File: src/rtl/proc_mem_arbiter.sv
// Merges the TinyRV1 fetch and data val/wait ports onto one memory port.
// Same-cycle conflicts serialize fetch-then-data; both ports finish together.
module proc_mem_arbiter #(
  parameter int p_cnt_nbits = 16
) (
  input  logic                   clk,
  input  logic                   rst,
  input  logic                   imem_val,
  output logic                   imem_wait,
  input  logic [31:0]            imem_addr,
  output logic [31:0]            imem_rdata,
  input  logic                   dmem_val,
  output logic                   dmem_wait,
  input  logic                   dmem_type,
  input  logic [31:0]            dmem_addr,
  input  logic [31:0]            dmem_wdata,
  output logic [31:0]            dmem_rdata,
  output logic                   mem_val,
  input  logic                   mem_wait,
  output logic                   mem_type,
  output logic [31:0]            mem_addr,
  output logic [31:0]            mem_wdata,
  input  logic [31:0]            mem_rdata,
  output logic [p_cnt_nbits-1:0] conflicts
);

  typedef enum logic {
    S_IMEM,
    S_DMEM
  } state_t;

  state_t                 state_q, state_d;
  logic [31:0]            ibuf_q, ibuf_d;
  logic [p_cnt_nbits-1:0] cnt_q, cnt_d;

  always_ff @(posedge clk or posedge rst) begin
    if (rst) begin
      state_q <= S_IMEM;
      ibuf_q  <= '0;
      cnt_q   <= '0;
    end else begin
      state_q <= state_d;
      ibuf_q  <= ibuf_d;
      cnt_q   <= cnt_d;
    end
  end

  always_comb begin
    state_d    = state_q;
    ibuf_d     = ibuf_q;
    cnt_d      = cnt_q;
    mem_val    = 1'b0;
    mem_type   = 1'b0;
    mem_addr   = '0;
    mem_wdata  = '0;
    imem_wait  = 1'b0;
    dmem_wait  = 1'b0;
    imem_rdata = '0;
    dmem_rdata = '0;
    if (rst) begin
      imem_wait = 1'b1;
      dmem_wait = 1'b1;
    end else begin
      unique case (state_q)
        S_IMEM: begin
          if (imem_val) begin
            mem_val  = 1'b1;
            mem_addr = imem_addr;
            if (dmem_val) begin
              // fetch leg of a conflict: park the fetch data
              imem_wait = 1'b1;
              dmem_wait = 1'b1;
              if (!mem_wait) begin
                ibuf_d  = mem_rdata;
                state_d = S_DMEM;
              end
            end else begin
              imem_wait  = mem_wait;
              imem_rdata = mem_rdata;
            end
          end else if (dmem_val) begin
            mem_val    = 1'b1;
            mem_type   = dmem_type;
            mem_addr   = dmem_addr;
            mem_wdata  = dmem_wdata;
            dmem_wait  = mem_wait;
            dmem_rdata = mem_rdata;
          end
        end
        S_DMEM: begin
          imem_wait = 1'b1;
          dmem_wait = 1'b1;
          if (cnt_q != '1) cnt_d = cnt_q + 1'b1;
          if (dmem_val) begin
            mem_val   = 1'b1;
            mem_type  = dmem_type;
            mem_addr  = dmem_addr;
            mem_wdata = dmem_wdata;
            if (!mem_wait) begin
              imem_wait  = 1'b0;
              dmem_wait  = 1'b0;
              imem_rdata = ibuf_q;
              dmem_rdata = dmem_type ? 32'h0 : mem_rdata;
              state_d    = S_IMEM;
            end
          end else begin
            // requester dropped the data access; discard the fetch too
            ibuf_d  = '0;
            state_d = S_IMEM;
          end
        end
        default: state_d = S_IMEM;
      endcase
    end
  end

  assign conflicts = cnt_q;

endmodule

File: config.mk
export PLATFORM = sky130hd
export DESIGN_NAME = proc_mem_arbiter
export DESIGN_NICKNAME = d
export VERILOG_FILES = /design/src/rtl/proc_mem_arbiter.sv
export SDC_FILE = /design/constraint.sdc
export NUM_CORES = 1
export LEC_CHECK = 0
export ABC_AREA = 1
export BUFFER_PORTS_ARGS = -buffer_cell sky130_fd_sc_hd__buf_2
export CAP_MARGIN = 0
export CORE_MARGIN = 10
export CORE_UTILIZATION = 24
export DETAILED_ROUTE_END_ITERATION = 7
export GPL_TIMING_DRIVEN = 0
export HOLD_SLACK_MARGIN = 0.12
export PLACE_DENSITY = 0.6
export SLEW_MARGIN = 20
export SYNTH_ARGS = -nofsm -noshare
export SYNTH_HDL_FRONTEND = slang
export SYNTH_SLANG_ARGS = --single-unit
File: constraint.sdc
create_clock -name clk -period 1.77 [get_ports clk]
set_input_delay 0 -clock clk [delete_from_list [all_inputs] [get_ports clk]]
set_output_delay 0 -clock clk [all_outputs]
set_load 0.02 [all_outputs]
==> flow_summary.toml <==
[placement]
dp_hpwl_um = 14600
dpl_cell_area_um2 = 5410
gp_congestion = 0.826
place_inst = 1051
port_buffers = 279

[synth]
synth_cells = 561
synth.area.mux_share_pct = 0
synth_compound_area_share_pct = 18.6
synth_top_family_by_area = "simple AND/OR/NAND/NOR gates"
yosys-top-cells-area = "dfrtp_1, nand2_1, nor2_1"
synth.most_common_cell = "nand2_1"
synth_area_per_cell_um2 = 6.68
yosys_warnings = 0
synthXorXnorAreaFrac_pct = 1.40
synth-seq-cells = 49
synth.largest_area_cell = "dfrtp_1"
yosysSeqAreaShare_pct = 32.7
synth_ff_type = "dfrtp_1"
yosys.area.top_type_share_pct = 32.7
yosys.area_share.adder_pct = 0.334
synth_cell_types = 32
synthSimpleGateAreaFrac_pct = 34.9
yosys-top-cells-count = "nand2_1, nor2_1, inv_1, dfrtp_1, a22o_1"
netlist_area_um2 = 3750
synth_edf_count = 0
synthArstFlopShare_pct = 100
syn-num-nets = 696

[grt]
grt_pass1_wl_um = 28900
grt_pass1_vias = 4975
grt_max_degree = 56
grt_antenna_before_repair = 1
grt_use_total_pct = 16.6
grt-ovfl-total = 0

[power_and_ir_drop]
p_per_area_nw_per_um2 = 638
finalPower_uw = 3890
intPower_uw = 2440
pwr-share-comb_pct = 37.1
p_leak_uw = 0.00337
clock_power_share_pct = 26.5
p_switching_uw = 1450
seqPwrFrac_pct = 36.4
switching_share_pct = 37.3
ir_drop_mv = 0.418

[clocking]
clkTransAtPathRegs_ps = 70
root_buffer = "clkbuf_16"
cts_tree = "done"
cts_buffer_depth = 2
ctsHoldBuffers = 33
insertion_delay_ps = 290
cts_sinks = 49
cts_made_buffers = 5
htree_levels = 2

[routing]
routed_wl_um = 18200
drc_errors = 0
wire_per_inst_um = 16.6
ant_nets = 0
vias = 4883
drt_iter0_markers = 181
dr.pass1.iters = 4
via_per_inst = 4.44

[cells_and_area]
n_fill_cell = 1658
area_delta_synth_final_pct = 62.8
final_area_um2 = 6100
layout.cells.non_filler = 1099
drive_above_1_share_pct = 40.1
layout.nets = 1021

[critical_path]
worstPathRequired_ps = 1770
worst-path-buf-inv = 4
crit_chain = "inv_2 > nand3_1 > clkinvlp_4 > buf_4 > nand2_1 > a21oi_1 > buf_2"
crit_fanout = 10
endpoint_kind = "output pin"
startpoint_type = "flop"
critPathMaxStageDelay_ps = 400
path_class = "flop to output pin"
worstPathArrival_ps = 1700
path_delay_family = "buffers and inverters"
crit_slowest_cell = "dfrtp_1"

[sta]
whs_ps = -148
slew_headroom_pct = 51.3
worst_pin_slew_ps = 731
finalSetupViolations = 0
finalHoldViolCount = 49
min_period_ps = 1700
fin_crit_sh_pct = 96.2
skew_ps = 7.12
fmax_ghz = 0.588
rsz0062_at_grt = "yes"
drv_slew = 0
fin_tns_setup_ps = 0

[status]
status = "finished, violations left"
violations = "hold timing"

[die]
fp.coreArea_um2 = 15300
die_y_um = 145
initial_core_util_pct = 24.6
rows = 45
die_w_um = 145
dieArea_um2 = 21000
io_pins = 282

[flow_run]
cap_viol_max_count = 0

[worst_hold_path]
min_path_type = "input pin to async pin"
==> layer usage <==
metal  global-route usage, %  part of all wire [%]  wire, µm  vias to the layer above
met5                       0                     0         0                        -
met1                    18.9                    40      7310                     2229
met3                    4.66                   7.7      1410                       14
met4                    3.88                   1.3       237                        0
li1                        -                     -         -                     2456
met2                    29.7                    51      9270                      184
==> area by class of cell <==
class | instances | area (µm²) | area share, %
multi-input combinational | 421 | 2120 | 34.8
timing repair buffer | 318 | 1830 | 30.0
sequential | 49 | 1230 | 20.1
buffer | 35 | 284 | 4.65
tap | 211 | 264 | 4.32
inverter | 56 | 219 | 3.59
clock buffer | 6 | 139 | 2.28
clock inverter | 2 | 17.5 | 0.287
antenna | 1 | 2.50 | 0.0410
==> per-stage QoR <==
stage / util (%) / setup WS [ps]
3_3_place_gp: 35.5 / 71.3
5_1_grt: 40.0 / -7.80
3_5_place_dp: 35.5 / 48.5
6_report: 40.0 / 68.1
2_1_floorplan: - / 259
4_1_cts: 38.7 / -20.9
==> worst reg2reg max path: stages, from the launching register on <==
cell	delay (ps)
dfrtp_1	420
ha_1	250
nand2_1	80
nor2_1	120
nand2_2	110
inv_2	80
nand2_4	90
nand2_4	90
buf_6	140
o21ai_0	90
==> power groups by stage <==
stage | sequential (µW) | combinational, µW | clock (µW)
after floorplan | 1460 | 778 | 0
after global placement | 1430 | 1330 | 0
after detailed placement | 1430 | 1340 | 0
after CTS | 1420 | 1410 | 1080
after global routing | 1450 | 1610 | 1110
final | 1420 | 1440 | 1030
==> path summary, 6_finish.rpt <==
| check | slack [ps] | cells past startpoint | from | endpoint |
|---|---|---|---|---|
| hold reg to reg | 490 | 2 | ibuf_q[11] | ibuf_q[11] |
| setup reg to reg | 190 | 9 | conflicts[0] | conflicts[5] |
| setup / recovery | 70 | 7 | state_q | imem_rdata[21] |
| hold / removal | -150 | 2 | rst | ibuf_q[23] |
| min in group clk | 150 | 4 | mem_wait | ibuf_q[18] |
| max in group asynchronous | 1430 | 2 | rst | ibuf_q[30] |
==> registers in the layout (all words and copies together), names as in the netlist <==
name       cells
ibuf_q        32
conflicts     16
state_q        1
==> what timing repair did <==
item | 4_1_cts | 5_1_grt
gates resized for setup | 6 | 47
endpoints found under the hold margin | 81 | 49
pin swaps | 0 | 1
setup endpoints to repair | 31 | 109
gates cloned | 0 | 1
buffers inserted | 0 | 5
==> layout by cell type, fill, tap and decap left out, drive strengths merged <==
cell           n
a22oi          1
o31ai         13
o221ai         2
nand2        184
inv           56
nand4          6
xnor2          4
buf          310
o32ai          1
dfrtp         49
o21ai         26
ha             1
diode          1
dlygate4sd3   33
xor2           2
nand3b         1
nor2          91
clkbuf        16
nand3         26
clkinv         1
a21oi         31
a22o          32
clkinvlp       1
==> cells by family (layout without fill, tap and decap cells) <==
group	after synthesis	count (layout)
adders and majority gates	1	1
and+or+nand+nor	308	308
DFF	49	49
other	0	1
buffers and inverters	91	417
xor gates and xnor gates	6	6
AOI/OAI and AO/OA	106	106
(Power assumes the default switching activity.)
